### config.mk
export PLATFORM = sky130hd
export DESIGN_NAME = uart_rx_fifo
export DESIGN_NICKNAME = d
export VERILOG_FILES = /design/src/rtl/uart_rx_fifo.sv
export SDC_FILE = /design/constraint.sdc
export NUM_CORES = 2
export LEC_CHECK = 0
export CAP_MARGIN = 20
export CORE_AREA = 2 2 530 532
export CTS_CLUSTER_SIZE = 30
export DETAILED_ROUTE_END_ITERATION = 10
export DIE_AREA = 0 0 532 534
export PLACE_DENSITY = 0.52
export RECOVER_POWER = 100
export SLEW_MARGIN = 20
export SYNTH_ARGS = -nofsm -noshare
export SYNTH_HDL_FRONTEND = slang
export SYNTH_SLANG_ARGS = --single-unit
### constraint.sdc
create_clock -name Clk -period 5.3 [get_ports Clk]
set_clock_uncertainty 0.05 [all_clocks]
set_input_delay 1.06 -clock Clk [delete_from_list [all_inputs] [get_ports Clk]]
set_output_delay 1.06 -clock Clk [all_outputs]
set_load 0.02 [all_outputs]
### src/rtl/uart_rx_fifo.sv
// UART receive buffer: stores {error, character} words and presents the popped head on registered outputs.
// Latency: a push is readable one cycle later; popped data is valid after the pop edge.
// Backpressure: RTS drops once Count reaches FULL_LEVEL; pushes into a full buffer are dropped and flagged.
module uart_rx_fifo #(
    parameter int DATA_BITS  = 8,
    parameter int FIFO_WIDTH = 8
) (
    input  logic                  Clk,
    input  logic                  Rst,
    input  logic                  Push,
    input  logic [DATA_BITS-1:0]  Push_Data,
    input  logic [2:0]            Push_Error,
    input  logic                  Pop_Data,
    input  logic                  Overflow_Clr,
    output logic [DATA_BITS-1:0]  Data_Out,
    output logic [2:0]            Rx_Error,
    output logic                  Data_Rdy,
    output logic                  FIFO_Empty,
    output logic                  FIFO_Full,
    output logic                  FIFO_Overflow,
    output logic [FIFO_WIDTH:0]   Count,
    output logic                  RTS
);

    localparam int FIFO_ENTRIES = 2**FIFO_WIDTH;
    localparam int FULL_LEVEL   = FIFO_ENTRIES/2 + 1;

    localparam logic [FIFO_WIDTH:0] CNT_MAX  = (FIFO_WIDTH+1)'(FIFO_ENTRIES);
    localparam logic [FIFO_WIDTH:0] CNT_FULL = (FIFO_WIDTH+1)'(FULL_LEVEL);

    logic [DATA_BITS+2:0]  mem [FIFO_ENTRIES];
    logic [FIFO_WIDTH-1:0] wr_ptr;
    logic [FIFO_WIDTH-1:0] rd_ptr;
    logic                  pop_ok;
    logic                  push_ok;
    logic                  push_drop;

    // A full buffer still accepts a push when a pop frees the head slot in the same cycle.
    assign pop_ok    = Pop_Data && (Count != '0);
    assign push_ok   = Push && ((Count < CNT_MAX) || pop_ok);
    assign push_drop = Push && !push_ok;

    assign FIFO_Empty = (Count == '0);
    assign Data_Rdy   = !FIFO_Empty;
    assign FIFO_Full  = (Count >= CNT_FULL);
    assign RTS        = !FIFO_Full;

    always_ff @(posedge Clk) begin
        if (!Rst && push_ok) begin
            mem[wr_ptr] <= {Push_Error, Push_Data};
        end
    end

    always_ff @(posedge Clk) begin
        if (Rst) begin
            wr_ptr        <= '0;
            rd_ptr        <= '0;
            Count         <= '0;
            Data_Out      <= '0;
            Rx_Error      <= '0;
            FIFO_Overflow <= 1'b0;
        end else begin
            if (push_ok) begin
                wr_ptr <= wr_ptr + 1'b1;
            end
            if (pop_ok) begin
                {Rx_Error, Data_Out} <= mem[rd_ptr];
                rd_ptr               <= rd_ptr + 1'b1;
            end
            if (push_ok && !pop_ok) begin
                Count <= Count + 1'b1;
            end else if (pop_ok && !push_ok) begin
                Count <= Count - 1'b1;
            end
            // A drop in the same cycle as a clear keeps the flag set.
            if (push_drop) begin
                FIFO_Overflow <= 1'b1;
            end else if (Overflow_Clr) begin
                FIFO_Overflow <= 1'b0;
            end
        end
    end

endmodule

Word-level counts from Yosys, hierarchy flattened
Memory sizes are Yosys's and may differ from the RTL's. A register that Yosys moved wholly into a read port is not among the register bits.
Cells that the tools add are included.
{"block": "op_classes", "addsub": 4, "n_lt_le_gt_ge": 2, "muxes": 6, "n_eq_ne": 0, "n_reduce_logical": 16, "div": 0, "shifts": 0, "n_bitwise": 0, "multipliers": 0}
{"operator": "$mux 9", "count": 2}
{"operator": "$add 8x1->8 const B", "count": 2}
{"operator": "$add 9x1->9 const B", "count": 1}
{"operator": "$ge 9x8->1 const B", "count": 1}
{"operator": "$logic_not 9->1", "count": 1}
{"operator": "$lt 9x9->1 const B", "count": 1}
{"operator": "$reduce_bool 9->1", "count": 1}
{"operator": "$sub 9x1->9 const B", "count": 1}
{"operator": "$logic_and 1x1->1", "count": 6}
{"operator": "$logic_not 1->1", "count": 5}
{"operator": "$mux 1", "count": 4}
{"operator": "$reduce_bool 2->1", "count": 2}
{"operator": "$logic_or 1x1->1", "count": 1}
{"block": "word_totals", "ram_bits": 2816, "output_inout_bits": 25, "ff_bits": 26, "rom_bits": 0, "in_bits": 16, "memories": 1, "wordCells": 33, "latch_bits": 0}
{"name": "mem", "depth": 256, "width": 11, "rd": 1, "rd_clocked_by_memory_dff": 1, "wr": 1, "line": "31", "text": "logic [DATA_BITS+2:0] mem [FIFO_ENTRIES];"}

Logic depth before layout (Yosys ltp)
{"block": "logic_depth", "ltp_word": 8, "ltp_mapped": 16, "ltp_nobuf": 15}

Worst setup path after synthesis
No wires, ideal clock.
{"block": "synth_path", "kind": "input to register", "from": "input port Pop_Data", "to": "register Count[8]", "path_buffers": 1, "stages": 14, "slack_ns": 1.556, "arrival_ns": 3.624, "cell_sequence": "o21a_1 clkbuf_1 clkinv_1 ha_1 inv_1 ha_1 nor2b_1 o21ai_0 a21boi_0 o21ai_0 a21oi_1 xnor2_1 or3_1 a21oi_1"}
{"block": "synth_via", "elab_chain_cells": 6, "elab_cells_between_ends": 9, "cone_classes": "mux (1); reduce/logical (8)"}
{"item": "start: declaration", "line": "13", "text": "input logic Pop_Data,"}
{"item": "$logic_and 1x1->1 *", "line": "39", "text": "assign pop_ok = Pop_Data && (Count != '0);"}
{"item": "$logic_or 1x1->1", "line": "40", "text": "assign push_ok = Push && ((Count < CNT_MAX) || pop_ok);"}
{"item": "$logic_and 1x1->1", "line": "40"}
{"item": "$logic_not 1->1", "line": "72", "text": "end else if (pop_ok && !push_ok) begin"}
{"item": "$logic_and 1x1->1", "line": "72"}
{"item": "$reduce_bool 2->1 (no source line)"}
{"item": "end signal: assignment", "line": "71", "text": "Count <= Count + 1'b1;"}
{"item": "end signal: assignment", "line": "73", "text": "Count <= Count - 1'b1;"}
{"item": "end: declaration", "line": "21", "text": "output logic [FIFO_WIDTH:0] Count,"}
Every way passes the cells marked *; elsewhere a longest branch is shown, timed or not.
A chain may end at the register's enable or synchronous reset.

Worst setup path in the final report
{"block": "layout_path", "from": "input port Pop_Data", "to": "memory mem[186][5] (netlist bit), enable pin"}
{"block": "layout_via", "elab_chain_cells": 6}
{"item": "$logic_and 1x1->1", "line": "39"}
{"item": "$logic_or 1x1->1", "line": "40"}
{"item": "$logic_and 1x1->1", "line": "40"}
{"item": "$logic_and 1x1->1", "line": "49", "text": "if (!Rst && push_ok) begin"}
{"item": "$mux 1", "line": "49"}
{"item": "$mux 1 (not written as such)", "line": "50", "text": "mem[wr_ptr] <= {Push_Error, Push_Data};"}
{"item": "end: declaration", "line": "31"}
Every way passes these cells.

==> results.ini <==
[setup_path]
r2r_cells = 9
path_common_cell = clkbuf_1
crit_chain = dlygate4sd3_1 > nand2b_1 > nand2_1 > inv_1 > clkbuf_1 > nand3_1 > clkbuf_1 > clkbuf_1 > nor2_1 > clkbuf_1
ff2ff_setup_slack_ns = 0.84
end_kind = flop
cp.arrival_ns = 5.25
slowest_stage = nand3_1
crit_type = input pin to flop
worstPathRequired_ns = 5.75
max_stage_delay_ns = 0.99
cp_max_fo = 13
r2r-start = rd_ptr[0]$_SDFFE_PP0P_
reg2reg_to = Data_Out[6]$_SDFFE_PP0P_
startpoint_type = input pin

[sta]
tightestPinTransition_ns = 4.23
rsz0062_at_grt = no
setup_slack_ns = 0.491
worst_hold_slack_ns = 0.422
slew_violations = 1701
setup_viol = 0
setup_tns_ns = 0
hold_viol = 0
fin_crit_ns = 4.81
slew_headroom_pct = -182
fin_crit_sh_pct = 90.7
fmax_mhz = 208

[pwr]
netSwitchingPower_mw = 14.5
p_sw_share_pct = 25.8
clkPwrFrac_pct = 38.0
power.leakage_nw = 38.9
power_frac_comb_pct = 17.2
vdd_drop_max_mv = 0.291
p_per_area_nw_per_um2 = 443
pwr-share-seq_pct = 44.7
p_int_mw = 41.7

[clocking]
cts_tree = yes
clock_latency_ns = 0.87
cts_resized = 0
cts_buffer_depth = 4
clock_sinks = 2853
cts_hold_buffers = 0
h-tree-depth = 5
numCtsBuffers = 308
ctsRootBufferMaster = clkbuf_16
post_cts_buffers = 0
path_clk_slew_ns = 0.06

[synthesis]
yosys.area.top_type = edfxtp_1
async_flop_share_pct = 0
synth.distinct_cells = 68
netlist_area_um2 = 111000
yosysSeqAreaShare_pct = 77.0
ys_top_cells_by_area = edfxtp_1 (76%), mux4_2 (15%), mux2i_1 (1.8%)
syn_area_per_cell_um2 = 21.8
synth_edf_count = 2816
netlist.area_leader.share_pct = 76.4
syn_inst = 5072
yosysWarnings = 0
ys.flop_type = edfxtp_1
synth-seq-cells = 2853
synth_nets = 5102

[floorplanning]
die_w_um = 532
initial_utilization_pct = 39.8
die_y_um = 534
die-area_um2 = 284000
core-area_um2 = 278000
num_rows = 194
io_pins = 41

[hold_path]
hold_class = flop to flop
hold_depth = 2
hp-start = FIFO_Overflow$_SDFFE_PP0P_
hold_end = FIFO_Overflow$_SDFFE_PP0P_

[routing]
first_pass_iters = 8
dr_total_vias = 55300
viasPerCell = 5.79
routed_wl_um = 325000
drtIter0Drc = 7005
drc = 0
ant_nets = 0
wl_per_cell_um = 34.0

[placed_design]
dp_slack_ns = 0.970
port_buffers = 40
place_area_um2 = 118000
dpl.hpwl_um = 204000
place_congestion = 0.910

[cells_and_area]
final_nets = 5612
layout-drive-gt1-share_pct = 23.8
fin_area_um2 = 127000
area_growth_pct = 14.6
utilization_pct = 45.6

[run_status]
status = finished, violations left
violations = capacitance limit, slew limit

[grt]
grt_first_pass_wirelength_um = 449000
use_met1_pct = 31.2
grt-ovfl-total = 0
track_usage_pct = 22.5
grt_use_met3_pct = 4.67
antenna_found_initial = 18
grt_pass1_vias = 55000
grt_busiest_layer = met2
grt_max_degree = 121
gr-usage-met2_pct = 36.0

[flow_run]
cap_violations = 27

==> synth_stat cells (11+ instances only) <==
library cell,count
a211oi_1,24
a21o_1,11
a21oi_1,70
a221oi_1,28
a22oi_1,32
buf_1,22
buf_2,68
buf_4,41
buf_6,44
clkbuf_1,114
dfxtp_1,37
edfxtp_1,2816
ha_1,13
inv_1,11
mux2i_1,204
mux4_2,717
nand2_1,115
nand3_1,37
nor2_1,328
nor2b_1,21
nor3_1,20
o21ai_0,42
o21ai_1,13
o221ai_1,23
o22ai_1,54
or2_2,15
==> per-stage QoR <==
| step | power (mW) | cells |
|---|---|---|
| floorplan | 31.9 | 5072 |
| global placement | 35.5 | 8995 |
| detailed placement | 35.5 | 8996 |
| CTS | 56.8 | 9546 |
| global route | 57.9 | 9548 |
| finish | 56.2 | 9553 |
==> kinds of logic (layout without fill, tap and decap cells) <==
logic type	Yosys count	after routing	share of synthesized area [%]
fa+ha+maj	14	14	0.165
buf+inv	313	1063	1.66
other cells	0	7	0
simple gates	572	572	2.17
xor+xnor	18	18	0.142
mux	926	926	16.5
flops	2853	2853	77.0
compound gates	376	376	2.34
==> how the worst max path moves through the flow <==
stage / from / endpoint / cells after the start
after floorplan: Pop_Data / Count[8]$_SDFFE_PP0P_ / 14
after global placement: Pop_Data / Count[8]$_SDFFE_PP0P_ / 15
after detailed placement: Pop_Data / mem[40][5]$_DFFE_PP_ / 8
after CTS: rd_ptr[0]$_SDFFE_PP0P_ / Rx_Error[2]$_SDFFE_PP0P_ / 9
after global routing: Pop_Data / mem[186][5]$_DFFE_PP_ / 10
final: Pop_Data / mem[186][5]$_DFFE_PP_ / 10
==> cell type report <==
| type | count | area [µm²] |
|---|---|---|
| Antenna cell | 7 | 17.5 |
| Timing Repair Buffer | 496 | 3190 |
| Tap cell | 3724 | 4660 |
| Fill cell | 23600 | 152000 |
| Multi-Input combinational cell | 1906 | 23600 |
| Sequential cell | 2853 | 85300 |
| Inverter | 17 | 76.3 |
| Clock inverter | 179 | 1860 |
| Clock buffer | 371 | 8100 |
==> power by group through the flow <==
stage	clock, mW	sequential (mW)	combinational, mW
global route	22.6	25.2	10.2
CTS	21.7	25.1	9.94
detailed placement	0	25.6	9.92
floorplan	0	25.5	6.41
global placement	0	25.6	9.91
finish	21.4	25.2	9.69
==> registers in the layout, indices dropped and copies added, names as in the netlist <==
signal         count
Data_Out           8
mem             2816
FIFO_Overflow      1
rd_ptr             8
Count              9
Rx_Error           3
wr_ptr             8
==> layout by cell type (no fill, tap or decap), drive strengths merged, types with 11 or more instances in the layout <==
| cell | instances |
|---|---|
| clkinvlp | 15 |
| a211oi | 24 |
| buf | 169 |
| a22oi | 32 |
| mux4 | 717 |
| nor2 | 328 |
| a221oi | 29 |
| nor3 | 20 |
| a21oi | 70 |
| dfxtp | 37 |
| o221ai | 23 |
| clkinv | 121 |
| or2 | 16 |
| inv | 28 |
| o21ai | 55 |
| bufinv | 32 |
| ha | 13 |
| o22ai | 54 |
| a21o | 11 |
| edfxtp | 2816 |
| nand2 | 115 |
| clkbuf | 669 |
| nor2b | 21 |
| mux2i | 204 |
| nand3 | 37 |
| dlygate4sd3 | 26 |
==> worst max-delay path: cells and delay by family <==
family | cells | cell delay (ns)
buffers and inverters | 6 | 2.71
and+or+nand+nor | 4 | 1.46
==> layer usage <==
metal	up-vias	routed length [µm]
li1	22400	-
met5	-	56
met3	498	26800
met4	8	11600
met1	29900	132000
met2	2456	155000
(Power assumes the default switching activity.)
